**config.mk**
```make
export PLATFORM = sky130hd
export DESIGN_NAME = counter_target_ctrl
export DESIGN_NICKNAME = d
export VERILOG_FILES = /design/src/rtl/counter_target_ctrl.sv
export SDC_FILE = /design/constraint.sdc
export NUM_CORES = 1
export LEC_CHECK = 0
export BUFFER_PORTS_ARGS = -buffer_cell sky130_fd_sc_hd__buf_2
export CORE_UTILIZATION = 59
export CTS_CLUSTER_SIZE = 20
export DETAILED_ROUTE_END_ITERATION = 8
export MAX_ROUTING_LAYER = met4
export PLACE_DENSITY_LB_ADDON = 0.08
export REMOVE_ABC_BUFFERS = 1
export SLEW_MARGIN = 30
export SYNTH_ARGS = -nofsm -noshare
export SYNTH_HDL_FRONTEND = slang
export SYNTH_SLANG_ARGS = --single-unit
```
**constraint.sdc**
```tcl
create_clock -name clk -period 3 [get_ports clk]
set_clock_uncertainty 0.1 [all_clocks]
set_input_delay 0.6 -clock clk [delete_from_list [all_inputs] [get_ports clk]]
set_output_delay 0.6 -clock clk [all_outputs]
set_load 0.01 [all_outputs]
```
**src/rtl/counter_target_ctrl.sv**
```systemverilog
// Walks an external up/down counter to a commanded target along the shortest wrap-around path,
// checking the counter readback every cycle and reporting done with a pass/fail flag per command.
module counter_target_ctrl #(
  parameter int WIDTH     = 8,
  parameter int ERR_CNT_W = 8
) (
  input  logic                 clk,
  input  logic                 rst_n,
  input  logic                 cmd_valid,
  input  logic [WIDTH-1:0]     cmd_target,
  output logic                 cmd_ready,
  input  logic                 abort,
  input  logic [WIDTH-1:0]     count_in,
  output logic                 mode,
  output logic                 pause,
  output logic                 busy,
  output logic                 done,
  output logic                 done_err,
  output logic [ERR_CNT_W-1:0] err_cnt
);
  typedef enum logic [1:0] {IDLE, PLAN, RUN, CHECK} state_t;

  localparam logic [WIDTH-1:0] HALF = {1'b1, {(WIDTH-1){1'b0}}};

  state_t               state_q, state_d;
  logic                 mode_q, mode_d;
  logic                 pause_q, pause_d;
  logic                 done_q, done_d;
  logic                 done_err_q, done_err_d;
  logic                 trk_err_q, trk_err_d;
  logic [WIDTH-1:0]     target_q, target_d;
  logic [WIDTH-1:0]     expected_q, expected_d;
  logic [WIDTH-1:0]     remaining_q, remaining_d;
  logic [ERR_CNT_W-1:0] err_cnt_q, err_cnt_d;

  logic [WIDTH-1:0] diff;
  logic [WIDTH-1:0] steps;
  logic             active;
  logic             aborting;
  logic             trk_err_now;
  logic             final_err;

  // Modular distance decides direction; an exact half-circle tie goes up.
  assign diff        = target_q - count_in;
  assign steps       = (diff <= HALF) ? diff : ('0 - diff);
  assign active      = (state_q == RUN) || (state_q == CHECK);
  assign aborting    = abort && (state_q != IDLE);
  assign trk_err_now = trk_err_q | (active && (count_in != expected_q));
  assign final_err   = trk_err_now | (count_in != target_q);

  always_ff @(posedge clk or negedge rst_n) begin
    if (!rst_n) state_q <= IDLE;
    else        state_q <= state_d;
  end

  always_comb begin
    state_d = state_q;
    case (state_q)
      IDLE:    if (cmd_valid) state_d = PLAN;
      PLAN:    state_d = (diff == '0) ? CHECK : RUN;
      RUN:     if (remaining_q == WIDTH'(1)) state_d = CHECK;
      CHECK:   state_d = IDLE;
      default: state_d = IDLE;
    endcase
    if (aborting) state_d = IDLE;
  end

  always_comb begin
    mode_d      = mode_q;
    pause_d     = pause_q;
    done_d      = 1'b0;
    done_err_d  = 1'b0;
    trk_err_d   = trk_err_now;
    target_d    = target_q;
    expected_d  = expected_q;
    remaining_d = remaining_q;
    err_cnt_d   = err_cnt_q;
    case (state_q)
      IDLE: begin
        pause_d = 1'b1;
        if (cmd_valid) begin
          target_d  = cmd_target;
          trk_err_d = 1'b0;
        end
      end
      PLAN: begin
        expected_d  = count_in;
        remaining_d = steps;
        if (diff != '0) begin
          mode_d  = (diff > HALF);
          pause_d = 1'b0;
        end
      end
      RUN: begin
        expected_d  = mode_q ? (expected_q - WIDTH'(1)) : (expected_q + WIDTH'(1));
        remaining_d = remaining_q - WIDTH'(1);
        if (remaining_q == WIDTH'(1)) pause_d = 1'b1;
      end
      CHECK: begin
        done_d     = 1'b1;
        done_err_d = final_err;
        if (final_err && (err_cnt_q != '1)) err_cnt_d = err_cnt_q + ERR_CNT_W'(1);
      end
      default: ;
    endcase
    // Aborts flag an error on done but are not charged to the failed-command counter.
    if (aborting) begin
      pause_d    = 1'b1;
      done_d     = 1'b1;
      done_err_d = 1'b1;
      err_cnt_d  = err_cnt_q;
    end
  end

  always_ff @(posedge clk or negedge rst_n) begin
    if (!rst_n) begin
      mode_q      <= 1'b0;
      pause_q     <= 1'b1;
      done_q      <= 1'b0;
      done_err_q  <= 1'b0;
      trk_err_q   <= 1'b0;
      target_q    <= '0;
      expected_q  <= '0;
      remaining_q <= '0;
      err_cnt_q   <= '0;
    end else begin
      mode_q      <= mode_d;
      pause_q     <= pause_d;
      done_q      <= done_d;
      done_err_q  <= done_err_d;
      trk_err_q   <= trk_err_d;
      target_q    <= target_d;
      expected_q  <= expected_d;
      remaining_q <= remaining_d;
      err_cnt_q   <= err_cnt_d;
    end
  end

  always_comb begin
    cmd_ready = (state_q == IDLE);
    busy      = (state_q != IDLE);
    mode      = mode_q;
    pause     = pause_q;
    done      = done_q;
    done_err  = done_err_q;
    err_cnt   = err_cnt_q;
  end
endmodule

```
==> flow_summary.ini <==
[run_status]
outcome = complete, no violations

[synth]
synth_seq_area_share = 0.348
synth_seq_cells = 39
yosys_warnings = 0
synth.avg_cell_area_um2 = 9.25
synth_ff_type = dfrtp_1
netlist_instances = 304
ys_async_sr_fraction = 1.00
synthDistinctLibCells = 58
synth_edf_count = 0
syn_area_um2 = 2810

[timing]
setup_tns_ns = 0
finalWorstSetupSlack_ns = 0.215
fmax_ghz = 0.359
finalCritPeriodShare = 0.928
fin_crit_ns = 2.79
rsz0062_at_grt = no
worstMarginPinSlew_ns = 0.580
setup_violations = 0
finalMaxSlewViolations = 0
finalHoldViolations = 0
relSlewSlack = 0.610

[clock_tree]
cts_sinks = 39
cts-root-buf = clkbuf_8
ctsHoldBuffers = 0
clkTransAtPathRegs_ns = 0.08
cts_setup_buffers = 0
clockBufferDepth = 2
numCtsBuffers = 5
clk_latency_ns = 0.29
cts-resized-gates = 0
htreeDepth = 2
cts_tree = done

[floorplan]
core-area_um2 = 4470
die_h_um = 71.0
die_area_um2 = 5050
initial_core_util = 0.628
fp-row-count = 24
io_pins = 34
die_w_um = 71.0

[worst_setup_path]
start_kind = register
r2r_start = target_q[0]$_DFFE_PN0P_
reg2regPathDepth = 11
path_max_fanout = 4
crit_type = reg2reg
ff2ff_setup_slack_ns = 0.21
r2r-end = remaining_q[2]$_DFFE_PN0N_
required_ns = 3.07
worstPathArrival_ns = 2.85
worst_setup_path_end_kind = register

[drt]
routedWlPerCell_um = 15.3
ant_nets = 0
dr.pass1.iters = 6
vias_per_cell = 5.95
drc = 0
drtIter0Drc = 151
wl_mm = 6.12
vias = 2373

[final_layout]
diodes = 0
stdcell_count = 399
n_fill_cell = 356
drive_above_1_share = 0.199
area_growth_pct = 13.0
post-route-util = 0.710
nNetsFinal = 390

[global_routing]
grt_max_degree = 40
track_usage = 0.269
antenna_found_initial = 0
grt_pass1_vias = 2252
overflow = 0
grt_first_pass_wirelength_mm = 10.3

[placed_design]
io_buffers = 33
place_inst = 391
dpl.hpwl_mm = 4.78
gp_congestion = 0.905
dp_slack_ns = -0.0107

[min_path]
min_path_type = in2async

[power]
total_leakage_power_uw = 0.00150
power_density_nw_per_um2 = 1280
peakVddDrop_mv = 0.654

[job]
drv_cap = 0
==> synth_stat cells (2+ instances only) <==
cell type,count,area [µm²]
nand2b_1,4,25.0
nand4_1,8,50.1
fa_1,2,40.0
inv_2,2,7.51
xor2_1,14,123
o41ai_1,2,17.5
dfrtp_1,38,951
nor2_1,23,86.3
o21a_1,3,22.5
nand3_1,4,20.0
xnor2_1,13,114
ha_1,22,275
a311oi_1,2,17.5
mux2_2,9,101
mux2i_1,8,80.1
buf_1,3,11.3
and3_1,3,18.8
nor4_1,2,12.5
nor2b_1,6,37.5
clkbuf_1,3,11.3
o21ai_1,4,20.0
or3_1,2,12.5
a21o_1,5,37.5
a21oi_1,20,100
a32oi_1,2,17.5
nand2_1,19,71.3
o211ai_1,2,15.0
inv_1,20,75.1
nor3_1,7,35.0
nor3b_1,2,15.0
o21ai_0,14,70.1
o22ai_1,5,31.3
a31oi_1,4,25.0
o221ai_1,3,26.3
==> registers in the layout (all words and copies together), names as in the netlist <==
name,cells
done,1
done_err,1
err_cnt,8
expected_q,8
mode,1
pause,1
remaining_q,8
state_q,2
target_q,8
trk_err_q,1
==> through the flow <==
step,hold WS [ns],power (µW),instance area (µm²)
4_1_cts,0.349,4060,3170
3_5_place_dp,0.387,3690,3080
3_3_place_gp,0.376,3620,3080
2_1_floorplan,0.204,3000,2780
5_1_grt,0.209,4450,3180
6_report,0.172,4070,3180
==> logic make-up after synthesis <==
group | share of synthesized area
flops | 0.348
fa+ha+maj | 0.112
simple gates | 0.171
compound gates | 0.178
mux | 0.0685
buf+inv | 0.0392
xor+xnor | 0.0841
==> area by class of cell <==
cell class,count,area [µm²],area share
inverter,22,82.6,0.0260
tap,52,65.1,0.0205
timing repair buffer,42,235,0.0740
clock buffer,6,72.6,0.0228
multi-input combinational,236,1730,0.545
sequential,39,977,0.308
clock inverter,2,12.5,0.00394
==> cells in the final DEF (no fill, tap or decap), types with 13 or more instances in the layout <==
cell / count
inv_1: 20
ha_1: 22
xor2_1: 14
o21ai_0: 14
a21oi_1: 20
buf_2: 32
nand2_1: 19
xnor2_1: 13
dfrtp_1: 38
nor2_1: 23
==> metal layers <==
metal	wire length [µm]	vias up	global-route usage
met1	2840	1128	0.343
met3	157	10	0.0470
li1	-	1186	-
met2	3020	49	0.442
met5	0	-	-
met4	98	0	0.0756
==> report_power, final <==
group / internal (µW) / switching, µW / leakage [µW]
sequential: 781 / 227 / 0.000470
combinational: 1230 / 1490 / 0.000990
clock: 163 / 186 / 0.0000412
total: 2170 / 1900 / 0.00150
==> worst max path at each step <==
| stage | start | end | slack (ns) | depth (start not counted) |
|---|---|---|---|---|
| floorplan | count_in[0] | remaining_q[5]$_DFFE_PN0N_ | 0.27 | 9 |
| global placement | count_in[0] | remaining_q[2]$_DFFE_PN0N_ | 0.03 | 11 |
| detailed placement | count_in[0] | remaining_q[2]$_DFFE_PN0N_ | -0.01 | 11 |
| CTS | target_q[0]$_DFFE_PN0P_ | remaining_q[2]$_DFFE_PN0N_ | 0.22 | 11 |
| global route | target_q[0]$_DFFE_PN0P_ | remaining_q[2]$_DFFE_PN0N_ | 0.005 | 11 |
| finish | target_q[0]$_DFFE_PN0P_ | remaining_q[2]$_DFFE_PN0N_ | 0.21 | 11 |
==> worst max-delay path, cell delays in order, from the launching register on <==
cell,delay [ns]
dfrtp_1,0.38
inv_1,0.08
ha_1,0.15
inv_1,0.05
fa_1,0.41
a211oi_2,0.28
nor2_1,0.11
xor2_1,0.19
nor4_2,0.41
a31oi_1,0.23
mux2i_1,0.19
o22ai_1,0.10
No activity file was read; power rests on OpenSTA's default activity.
